### src/rtl/stopwatch_core_pkg.sv
// Shared constants, state encoding and decode helpers for the mm:ss stopwatch.
package stopwatch_core_pkg;

  // Terminal value of both minutes and seconds, and the field width.
  localparam int MAX_VAL = 59;
  localparam int W       = 6;

  // Bit positions inside the blink_en field.
  localparam int BLINK_MIN = 0;
  localparam int BLINK_SEC = 1;

  typedef enum logic [1:0] {
    ST_RUN    = 2'd0,
    ST_PAUSED = 2'd1,
    ST_ADJUST = 2'd2
  } state_e;

  // Adjust mode overrides everything; otherwise the paused flag picks.
  function automatic state_e decode_state(input logic adj, input logic paused);
    if (adj) begin
      return ST_ADJUST;
    end
    if (paused) begin
      return ST_PAUSED;
    end
    return ST_RUN;
  endfunction

  // Only the field currently being adjusted blinks.
  function automatic logic [1:0] blink_for(input logic adj, input logic sel);
    logic [1:0] blink;
    blink = 2'b00;
    if (adj) begin
      if (sel) begin
        blink[BLINK_SEC] = 1'b1;
      end else begin
        blink[BLINK_MIN] = 1'b1;
      end
    end
    return blink;
  endfunction

endpackage

### src/rtl/stopwatch_core_mod_counter.sv
// Modulo counter: counts 0..term_i and wraps to 0; wrap_o flags the
// increment that wraps so a following stage can carry.
module mod_counter #(
  parameter int W = stopwatch_core_pkg::W
) (
  input  logic         clk,
  input  logic         reset,
  input  logic         inc_i,
  input  logic [W-1:0] term_i,
  output logic [W-1:0] count_o,
  output logic         wrap_o
);

  logic [W-1:0] count_q;
  logic [W-1:0] count_d;

  // Using >= means an out-of-range value still wraps on the next increment.
  assign wrap_o  = inc_i && (count_q >= term_i);
  assign count_o = count_q;

  // Next count: hold, increment, or wrap to zero.
  always_comb begin
    // NOTE: default assignment first so no path leaves count_d unassigned (no latch).
    count_d = count_q;
    if (inc_i) begin
      count_d = wrap_o ? '0 : count_q + W'(1);
    end
  end

  // Count register with synchronous reset.
  always_ff @(posedge clk) begin
    // NOTE: non-blocking assignments for state so all flops update together.
    if (reset) begin
      count_q <= '0;
    end else begin
      count_q <= count_d;
    end
  end

endmodule

### src/rtl/stopwatch_core.sv
// Stopwatch time-keeping controller: run/pause/adjust control of a mm:ss
// counter pair, with registered blink enables and run status.
module stopwatch_core #(
  parameter int MAX_VAL = stopwatch_core_pkg::MAX_VAL,
  parameter int W       = stopwatch_core_pkg::W
) (
  input  logic         clk,
  input  logic         reset,
  input  logic         count_tick,
  input  logic         adj_tick,
  input  logic         pause,
  input  logic         adj,
  input  logic         sel,
  output logic [W-1:0] min,
  output logic [W-1:0] sec,
  output logic [1:0]   blink_en,
  output logic         running
);

  import stopwatch_core_pkg::*;

  localparam logic [W-1:0] TERM = W'(MAX_VAL);

  logic       pause_q;
  logic       paused_q;
  logic       paused_d;
  logic       pause_rise;
  state_e     state_q;
  state_e     state_d;
  logic [1:0] blink_q;
  logic       running_q;

  logic       run_tick;
  logic       adj_sec_tick;
  logic       adj_min_tick;
  logic       sec_inc;
  logic       min_inc;
  logic       sec_wrap;
  logic       min_wrap;

  // A pause press toggles the paused flag in every state, including ADJUST.
  assign pause_rise = pause & ~pause_q;
  assign paused_d   = paused_q ^ pause_rise;
  assign state_d    = decode_state(adj, paused_d);

  // Ticks act under the registered state, so a tick coinciding with a pause
  // press or an adj change is applied under the old state.
  assign run_tick     = (state_q == ST_RUN) && count_tick;
  assign adj_sec_tick = (state_q == ST_ADJUST) && adj_tick && sel;
  assign adj_min_tick = (state_q == ST_ADJUST) && adj_tick && !sel;

  // Seconds carry into minutes only while running; adjust never carries.
  assign sec_inc = run_tick || adj_sec_tick;
  assign min_inc = (run_tick && sec_wrap) || adj_min_tick;

  mod_counter #(.W(W)) u_sec (
    .clk     (clk),
    .reset   (reset),
    .inc_i   (sec_inc),
    .term_i  (TERM),
    .count_o (sec),
    .wrap_o  (sec_wrap)
  );

  mod_counter #(.W(W)) u_min (
    .clk     (clk),
    .reset   (reset),
    .inc_i   (min_inc),
    .term_i  (TERM),
    .count_o (min),
    .wrap_o  (min_wrap)
  );

  // Control FSM: pause edge register, paused flag, mode state and registered outputs.
  always_ff @(posedge clk) begin
    if (reset) begin
      pause_q   <= 1'b0;
      paused_q  <= 1'b0;
      state_q   <= decode_state(adj, 1'b0);
      blink_q   <= 2'b00;
      running_q <= 1'b1;
    end else begin
      pause_q   <= pause;
      paused_q  <= paused_d;
      state_q   <= state_d;
      blink_q   <= blink_for(adj, sel);
      running_q <= (state_d == ST_RUN);
    end
  end

  assign blink_en = blink_q;
  assign running  = running_q;

  // Minutes wrap needs no downstream consumer; 59:59 -> 00:00 falls out of
  // both counters wrapping on the same tick.
  logic unused_min_wrap;
  assign unused_min_wrap = min_wrap;

endmodule

### config.mk
export PLATFORM = sky130hd
export DESIGN_NAME = stopwatch_core
export DESIGN_NICKNAME = d
export VERILOG_FILES = /design/src/rtl/stopwatch_core_pkg.sv /design/src/rtl/stopwatch_core_mod_counter.sv /design/src/rtl/stopwatch_core.sv
export SDC_FILE = /design/constraint.sdc
export NUM_CORES = 1
export LEC_CHECK = 0
export CORE_MARGIN = 2
export CORE_UTILIZATION = 30
export DETAILED_ROUTE_END_ITERATION = 8
export GPL_TIMING_DRIVEN = 0
export HOLD_SLACK_MARGIN = 0.05
export PLACE_DENSITY = 0.51
export SYNTH_ARGS = -nofsm -noshare
export SYNTH_HDL_FRONTEND = slang
export SYNTH_SLANG_ARGS = --single-unit
### constraint.sdc
create_clock -name clk -period 1.65 [get_ports clk]
set_input_delay 0.4125 -clock clk [delete_from_list [all_inputs] [get_ports clk]]
set_output_delay 0.4125 -clock clk [all_outputs]
set_load 0.02 [all_outputs]
Word level (Yosys, flattened, before mapping). Cells that the tools add are included.

Register bits after elaboration: 19. Bits in latches: 0. RAM bits: 0. ROM bits: 0. Bits of input ports: 7. Output and inout port bits: 15. Logic and storage cells: 43. Memories: 0.

Add/subtract/negate cells: 2. Multiply operators: 0. Divide/modulo/power cells: 0. Magnitude comparators: 2. Equality and inequality tests: 1. Shift-type cells: 0. Multiplexer cells: 14. Bitwise logic cells: 4. Reductions and logical operators: 13.

Operator list (count): $add A6 B1 Y6 const B (2); $ge A6 B6 Y1 const B (2); $mux W2 (6); $mux W6 (2); $logic_and A1 B1 Y1 (7); $mux W1 (6); $logic_not A2 Y1 (2); $eq A2 B2 Y1 const B (1); $logic_or A1 B1 Y1 (2); $not A1 Y1 (2); $reduce_or A2 Y1 (1); $and A1 B1 Y1 (1); $logic_not A1 Y1 (1); $xor A1 B1 Y1 (1).

Logic depth before layout (Yosys ltp). Gate-level depths: netlist of run 1.

Word-level depth: 9. Mapped depth: 5. Depth with buffers taken out: 5.

Cells and area by module. From an unflattened synthesis of run 1, not the netlist that was laid out.

Cells, all modules: 114. Area total of the unflattened synthesis: 1126.1 um^2.

Modules (own cells, without submodules): mod_counter (instances 2, cells each 45, area an instance 436.7 um^2, sequential area each 120.1 um^2); stopwatch_core (instances 1, cells each 24, area an instance 252.7 um^2, sequential area each 140.1 um^2).

Worst setup path after synthesis of run 1. No wires, ideal clock.

Path kind: reg-to-reg. From: reg u_sec.count_q[0], in the netlist u_sec.count_o[0]. To: reg u_min.count_q[3], in the netlist u_min.count_o[3]. Library setup time: 0.115 ns. Arrival time: 1.525 ns. Data required time: 1.535 ns. Slack: 0.009 ns. Stages on the path, launching flop included: 6. Path buffers: 0. Period minus slack after synthesis: 1.641 ns. Path through: dfxtp_1 -> ha_1 -> o2111ai_4 -> o21ai_4 -> o21ai_0 -> a31o_1.

Word-level cells in the longest chain between the ends: 6.

Ends and longest elaborated chain: start, declared (RTL line stopwatch_core_mod_counter.sv:14) `logic [W-1:0] count_q;`; start signal, assigned (RTL line stopwatch_core_mod_counter.sv:36) `count_q <= count_d;`; $ge A6 B6 Y1 (*) (RTL line stopwatch_core_mod_counter.sv:18) `assign wrap_o = inc_i && (count_q >= term_i);`; $logic_and A1 B1 Y1 (*) (RTL line stopwatch_core_mod_counter.sv:18); $logic_and A1 B1 Y1 (*) (RTL line stopwatch_core.sv:54) `assign min_inc = (run_tick && sec_wrap) || adj_min_tick;`; $logic_or A1 B1 Y1 (*) (RTL line stopwatch_core.sv:54); $logic_and A1 B1 Y1 (RTL line stopwatch_core_mod_counter.sv:18); $mux W6 (RTL line stopwatch_core_mod_counter.sv:26) `count_d = wrap_o ? '0 : count_q + W'(1);`; end signal, assigned (RTL line stopwatch_core_mod_counter.sv:36); end, declared (RTL line stopwatch_core_mod_counter.sv:14).

Every way passes the cells marked *; elsewhere a longest branch is shown, timed or not. A chain may end at the register's enable or synchronous reset.

Final worst setup path of run 1.
From: reg u_sec.count_q[4], in the netlist u_sec.count_o[4]. To: out sec[4].

RTL lines: end, declared (RTL line stopwatch_core.sv:15) `output logic [W-1:0] sec,`.

No word-level cell between the ends.

==> results of run 1 <==
-- where the power goes --
part | total [W] | switching [W] | internal (W) | leakage, nW
logic | 0.000120 | 0.0000572 | 0.0000627 | 0.359
clock network | 0.000227 | 0.000134 | 0.0000938 | 0.0150
registers | 0.000494 | 0.0000150 | 0.000478 | 0.156
-- final timing paths --
kind | depth (start not counted) | start | end | slack, ns
hold reg to reg | 2 | u_sec.count_o[1] | u_sec.count_o[1] | 0.53
setup reg to reg | 6 | state_q[1] | u_min.count_o[2] | 0.11
hold / removal | 2 | sel | blink_en[0] | 0.48
setup / recovery | 1 | u_sec.count_o[4] | sec[4] | 0.09
-- routing by layer --
layer  global-route usage, %  up-vias  wire, microns
met5                       0        -              0
met4                    5.98        0             17
met3                    2.07        2             69
met2                    16.8       11            752
met1                    15.5      320            801
li1                        -      368              -
-- sequential cells by signal, indices dropped and copies added (netlist names) --
name           flops
u_sec.count_o      6
running            1
u_min.count_o      6
state_q            2
pause_q            1
paused_q           1
blink_en           2
-- per-stage QoR --
stage	hold WS, ns	worst slack, ns
after global placement	0.486	-0.494
after global routing	0.486	0.0163
after CTS	0.468	0.0218
final	0.482	0.0935
after detailed placement	0.487	-0.495
after floorplan	0.440	0.00935
-- cells in the mapped netlist, types with 2 or more instances --
cell                       instances  area [sq um]
sky130_fd_sc_hd__a21oi_1           6          30.0
sky130_fd_sc_hd__a31oi_1           2          12.5
sky130_fd_sc_hd__a41oi_1           2          17.5
sky130_fd_sc_hd__and3_1            2          12.5
sky130_fd_sc_hd__dfxtp_1          19           380
sky130_fd_sc_hd__ha_1              2          25.0
sky130_fd_sc_hd__mux2i_1           3          30.0
sky130_fd_sc_hd__nand2_1           3          11.3
sky130_fd_sc_hd__nand3_1           4          20.0
sky130_fd_sc_hd__nand4b_1          2          17.5
sky130_fd_sc_hd__nor2_1           10          37.5
sky130_fd_sc_hd__nor2b_1           3          18.8
sky130_fd_sc_hd__o21ai_0           2          10.0
sky130_fd_sc_hd__xnor2_1           4          35.0
-- timing repair --
| action | CTS | global route |
|---|---|---|
| pin swaps | 2 | 1 |
| resized for setup | 21 | 7 |
| setup endpoints to repair | 23 | 8 |
| hold endpoints to repair | 0 | 0 |
| setup buffers | 5 | 0 |
-- cell families (layout without fill, tap and decap cells) --
group | count (synthesis) | in the layout
flip-flops | 19 | 19
AO/OA/AOI/OAI | 19 | 19
multiplexers | 3 | 3
buffers and inverters | 3 | 33
AND/OR/NAND/NOR | 32 | 32
adder cells (fa/ha/maj) | 3 | 3
XOR/XNOR | 4 | 4
-- final cells by class --
type                    count  area [sq um]  share of cell area [%]
multi-input cells          61           459                    39.3
flip-flops and latches     19           383                    32.7
clock buffers               4          26.3                    2.25
plain buffers               2          15.0                    1.28
inverters                   1          3.75                   0.321
well taps                  31          38.8                    3.32
repair buffers             26           244                    20.9
==> results summary, run 1 <==
The peak supply drop is 0.456 mV. The share of cells above drive strength 1 is 16.8%. The number of buffers created by CTS came out at 3. The clock root buffer master is sky130_fd_sc_hd__clkbuf_4.

No sink is reached through more buffers than the 2 on the longest clock path. The clock tree from TritonCTS is yes. The count of buffers added on input and output ports is 21. The number of global-route vias before repair came to 653. On the final layout, the worst clock skew is 0.00254 ns.

The total clock sinks is 19. The filler cell count in the final layout came out at 288. 22 I/O pins were placed. Buffers inserted to repair hold after CTS numbered 0. The combinational family with the most area after synthesis is simple AND/OR/NAND/NOR gates. The count of flip-flops with a built-in enable after synthesis came out at 0. The number of failing hold endpoints at the final stage was 0.

Compared with the post-synthesis result, the final layout area differs by 40.0%. The worst setup path is captured at a primary output. The largest individual stage delay along the critical path comes from the cell sky130_fd_sc_hd__dfxtp_1. The static power due to leakage came out at 0.530 nW.

The end-of-flow core utilization is 43.2%. The average size of a mapped cell came out at 10.1 sq um. By startpoint and endpoint, the worst setup path is classified as register to primary output. The count of routing violations after the opening detailed-route iteration came out at 16.

The initial antenna violation count came out at 0. The worst setup path is launched from a register. The clock latency at the later pin of the worst-skew pair is 0.28 ns. The synthesized-area fraction occupied by ao, oa, aoi and oai cells came out at 19.3%. The total global routing overflow is 0. The share of cell area taken by muxes after synthesis came out at 3.59%. The total power divided by cell area is 719 mW/mm^2. The detailed-route via count is 701. On the critical path the largest part of the delay comes from flip-flops. The count of unique library cells instantiated by Yosys is 33. The placed instances occupy a cell area of 0.00108 sq mm. The total length of routed wires is 1640 microns. The transition time at the pin with the least slew margin came out at 0.483 ns. The xor/xnor share of the synthesized area came out at 4.19%. The final weighted congestion in routability-driven placement came out at 0.664. The flow ran to the end, and the final reports show no timing, DRC or antenna violations.

After synthesis, flip-flops and latches occupy 45.5% of the total area. The combined buffer and inverter count along the critical path is 1. Global routing used 11.3% of the available tracks across all layers.

The critical path data arrival time is 1.14 ns. The setup violation total in the final timing report came out at 0. Dividing the final minimum period by the clock period gives 94.3%. In this run the remaining antenna-violating nets after routing total 0. Counting flops with an async set or reset pin after synthesis yields a share of 0%. In the layout the commonest cells are sky130_fd_sc_hd__dfxtp_1 (17), sky130_fd_sc_hd__dlygate4sd2_1 (15), sky130_fd_sc_hd__nor2_1 (10), sky130_fd_sc_hd__a21oi_1 (6). The library cell used most frequently in the layout, excluding fill and tap cells, is sky130_fd_sc_hd__dfxtp_1. The pin count of the biggest net entering global routing is 11. The number of instances in the synthesized netlist is 83. Dividing the detail-routed wire length by the instance count gives 11.4 microns. The largest fanout on the critical path came out at 6. The max-slew headroom at the worst pin came out at 67.8%.

The clock edge transition at the registers on the reported setup and hold paths came out at 0.10 ns. The area of the placeable core came out at 0.00271 sq mm. The max capacitance violation total came out at 0.

The post-synthesis share of cell area spent on full adders, half adders and majority gates came out at 4.19%. The number of warnings reported in the yosys synthesis log came out at 0. Setup repair after global routing left no endpoint under its margin. The initial utilization of the core area, before any placement, comes to 30.8%. The first detailed-routing pass ran for 4 iterations. The number of vias per cell came out at 4.87. The number of cells in the design after placement came out at 135.

The global-route wire length before repair came out at 2880 microns. The post-synth net total came out at 92. The min-delay analysis places its worst path in the category input port to register. The setup TNS came out at 0 ns.

The total power is 0.000841 W. In the synthesized netlist the dominant register cell turns out to be sky130_fd_sc_hd__dfxtp_1. The combined area of all synthesized cells came out at 836 sq um. After routing the design area is 0.00117 sq mm. The area of the die came out at 0.00322 sq mm.

Counting I/O delays and the setup requirement, the final critical path takes 1.56 ns. 0 antenna diodes ended up in the layout. The critical path data required time is 1.24 ns. The width of the chip is 56.8 microns.

The remaining routing DRC violations came out at 0. The number of synthesized register bits is 19. Walking the worst path, the cells encountered are dlygate4sd2_1. CTS built an H-tree with a depth of 1. The post-layout instance count excluding filler cells came out at 144. The final net count came out at 123.

The height of the die came out at 56.8 microns. In this design, the stage delay of the slowest critical-path cell is 0.49 ns. The total half-perimeter wirelength after legalization and detailed placement is 1190 microns. The final count of pins violating max slew came out at 0. The highest clock rate is 642 MHz.

The simple logic cell fraction of the synthesized area is 21.7%. The number of rows created at floorplan came out at 19.
Note: power is estimated with default switching activity, not from simulation.
==> run 2: changes to the inputs <==
--- a/config.mk
+++ b/config.mk
@@ -5,10 +5,10 @@
 export SDC_FILE = /design/constraint.sdc
 export NUM_CORES = 1
 export LEC_CHECK = 0
+export CORE_ASPECT_RATIO = 0.9
 export CORE_MARGIN = 2
 export CORE_UTILIZATION = 30
 export DETAILED_ROUTE_END_ITERATION = 8
-export GPL_TIMING_DRIVEN = 0
 export HOLD_SLACK_MARGIN = 0.05
 export PLACE_DENSITY = 0.51
 export SYNTH_ARGS = -nofsm -noshare
==> run 2 against run 1 <==
Setup slack lost 0.078 ns; first-iteration DRC count shrank 44%; wire length grew 12%; via count grew 6.1%; cell area grew 3.7%; total power grew 2.5%; combinational power grew 7%; die area is essentially flat; register-to-register slack gained 0.04 ns; count of clock-buffer cells in the layout shrank 1; critical path type is now input port to register; largest cell class unchanged; largest power group unchanged; highest routed layer unchanged.
==> results summary, run 2 (synthesized netlist as in run 1, its figures left out) <==
The largest fanout on the critical path is 4 (was 6). The cell with the largest stage delay on the worst path is sky130_fd_sc_hd__clkdlybuf4s50_1 (was sky130_fd_sc_hd__dfxtp_1). The number of buffers between clock root and the deepest sink came out at 2 (unchanged). The global router's overall resource usage is 13.1% (was 11.3%). The max-slew headroom at the worst pin came out at 83.0% (was 67.8%). The number of rows created at floorplan is 18 (was 19). The critical path data required time came out at 1.86 ns (was 1.24 ns).

The number of vias per cell is 4.93 (was 4.87). The endpoint class of the critical path is a register (was primary output). The number of cells in the design after placement is 146 (was 135). The number of buffers inserted by post-CTS setup repair was 0 (was 5). The number of buffers created by CTS came out at 3 (unchanged). The critical path startpoint category is an input port (was register).

The post-route antenna net violation count is 0 (unchanged). The count of routing violations after the opening detailed-route iteration came out at 9 (was 16). The number of failing hold endpoints at the final stage came out at 0 (unchanged).

The number of antenna repair diodes came to 0 (unchanged). The width of the chip is 59.6 microns (was 56.8 microns). Status: finished clean (unchanged).

The transition time at the pin with the least slew margin came out at 0.255 ns (was 0.483 ns). The total length of routed wires came out at 1840 microns (was 1640 microns). The sequential cell area came to 380 sq um (was 383 sq um).

The total half-perimeter wirelength after legalization and detailed placement came out at 1380 microns (was 1190 microns). The setup violation total in the final timing report was 0 (unchanged). The clock root buffer master is sky130_fd_sc_hd__clkbuf_4 (unchanged). The clock edge transition at the registers on the reported setup and hold paths came out at 0.11 ns (was 0.10 ns). The final net count is 131 (was 123).

The maximum level of the CTS H-tree is 1 (unchanged). The shortest period the worst path allows is 1.63 ns (was 1.56 ns). The cell type group with the largest total delay on the critical path is buffers and inverters (was flip-flops). The clock tree from TritonCTS is yes (unchanged). The final weighted congestion in routability-driven placement is 0.766 (was 0.664).

The highest clock rate is 612 MHz (was 642 MHz). The initial core utilization came to 30.9% (was 30.8%). The final instance area is 0.00121 sq mm (was 0.00117 sq mm). The max capacitance violation total is 0 (unchanged). The maximum clock skew at final layout came to 0.00419 ns (was 0.00254 ns). Setup repair after global routing missed its margin: no (unchanged). The classification of the worst-slack hold path is register to register (was input port to register). The global-route wire length before repair came to 3150 microns (was 2880 microns). The number of global-route vias before repair is 709 (was 653). The wire length per cell came to 12.2 microns (was 11.4 microns). The total global routing overflow came to 0 (unchanged). The number of buffers added on ports came out at 21 (unchanged). The area of the placeable core is 0.00270 sq mm (was 0.00271 sq mm). The clock latency at the later pin of the worst-skew pair is 0.30 ns (was 0.28 ns). The height of the die came out at 54.1 microns (was 56.8 microns). The final hold slack is 0.507 ns (was 0.482 ns). The critical path data arrival time was 1.84 ns (was 1.14 ns). The standard cell area after detailed placement came out at 0.00118 sq mm (was 0.00108 sq mm). The detailed-route via count is 744 (was 701). Cell-by-cell trace of the critical path: clkdlybuf4s50_1, or3b_4, buf_4, a21oi_1, xnor2_1, nor2_1 (was dlygate4sd2_1).

The number of hold buffers added after CTS came to 0 (unchanged). The area of the die is 0.00322 sq mm (about the same). The post-route fraction of the period consumed by the critical path came out at 99.1% (was 94.3%). The remaining routing DRC violations is 0 (unchanged). The static power due to leakage is 0.535 nW (was 0.530 nW). The initial antenna violation count came out at 0 (unchanged). The layout overhead on the synthesized area came out at 45.2% (was 40.0%). The area taken by multi-input logic gates came out at 465 sq um (was 459 sq um). The final count of pins violating max slew is 0 (unchanged). The delay of the slowest critical-path stage came out at 0.45 ns (was 0.49 ns). The number of ports placed on the die boundary was 22 (unchanged).

The total power divided by cell area came out at 710 mW/mm^2 (was 719 mW/mm^2). Commonest non-fill, non-tap cells in the layout: sky130_fd_sc_hd__dfxtp_1 (19), sky130_fd_sc_hd__dlygate4sd2_1 (15), sky130_fd_sc_hd__buf_4 (14), sky130_fd_sc_hd__nor2_1 (10) (was sky130_fd_sc_hd__dfxtp_1 (17), sky130_fd_sc_hd__dlygate4sd2_1 (15), sky130_fd_sc_hd__nor2_1 (10), sky130_fd_sc_hd__a21oi_1 (6)). The post-layout instance count excluding filler cells is 151 (was 144). The detailed-routing iteration count for the pre-antenna-repair pass is 4 (unchanged).

The filler cell count in the final layout is 273 (was 288). The total clock sinks came to 19 (unchanged). The critical path class is input port to register (was register to primary output). The share of cells above drive strength 1 came out at 23.1% (was 16.8%).

The peak supply drop is 0.492 mV (was 0.456 mV). The total power came out at 0.000862 W (was 0.000841 W). The pin count of the biggest net entering global routing came out at 13 (was 11). The combined buffer and inverter count along the critical path is 2 (was 1).

The most frequent standard cell in the layout excluding fill and tap cells was sky130_fd_sc_hd__dfxtp_1 (unchanged).
[run 2: cell count changes in the layout (fill, tap and decap cells not counted), moves of 2 or more]
cell / change
sky130_fd_sc_hd__buf_4: +11
sky130_fd_sc_hd__buf_6: -3
sky130_fd_sc_hd__clkdlybuf4s50_1: +3
sky130_fd_sc_hd__dlymetal6s2s_1: -3
sky130_fd_sc_hd__clkbuf_1: -2
sky130_fd_sc_hd__dfxtp_1: +2
sky130_fd_sc_hd__dfxtp_2: -2
[run 2: where the power goes]
part / internal, W / leakage, nW / switching [W]
clock: 0.0000922 / 0.0139 / 0.000150
combinational: 0.0000664 / 0.366 / 0.0000630
sequential: 0.000478 / 0.155 / 0.0000118
[run 2: path summary, 6_finish.rpt]
kind                            cells past startpoint  slack, ns              from                to
worst min register to register                      2       0.51  u_sec.count_o[1]  u_sec.count_o[1]
worst max-delay path                                6       0.02        count_tick  u_sec.count_o[3]
worst max register to register                      5       0.15  u_sec.count_o[0]  u_min.count_o[2]
worst min-delay path                                2       0.51  u_sec.count_o[1]  u_sec.count_o[1]
[run 2: timing repair]
item	4_1_cts	5_1_grt
setup endpoints to repair	19	3
gates cloned	1	0
gates resized for setup	19	0
pin swaps	3	3
hold endpoints to repair	0	0
[run 2: worst reg2reg max path, stage by stage (launching register included)]
cell                        delay (ns)
sky130_fd_sc_hd__dfxtp_1          0.40
sky130_fd_sc_hd__ha_1             0.26
sky130_fd_sc_hd__o2111ai_4        0.16
sky130_fd_sc_hd__o21ai_4          0.28
sky130_fd_sc_hd__mux2i_1          0.21
sky130_fd_sc_hd__a21oi_1          0.08
[run 2: layout make-up]
cell class | instances | area share (%)
clock buffers | 3 | 1.86
clock inverters | 1 | 0.619
multi-input cells | 62 | 38.4
repair buffers | 35 | 24.4
inverters | 1 | 0.309
well taps | 30 | 3.09
flip-flops and latches | 19 | 31.3
[run 2: metal layers]
| metal | track usage [%] | share of wire (%) | vias up |
|---|---|---|---|
| met5 | 0 | 0 | - |
| met4 | 2.22 | 0.82 | 0 |
| met3 | 5.29 | 4.2 | 2 |
| met2 | 21.1 | 44 | 14 |
| met1 | 16.8 | 51 | 347 |
| li1 | - | - | 381 |
[run 2: metrics by stage]
stage | util, % | TNS, ns | setup WS, ns
3_3_place_gp | 43.7 | -3.66 | -0.399
6_report | 44.9 | 0 | 0.0154
2_1_floorplan | - | 0 | 0.00935
4_1_cts | 44.9 | 0 | 0.000448
5_1_grt | 44.9 | 0 | 0.00453
3_5_place_dp | 43.7 | -3.79 | -0.416
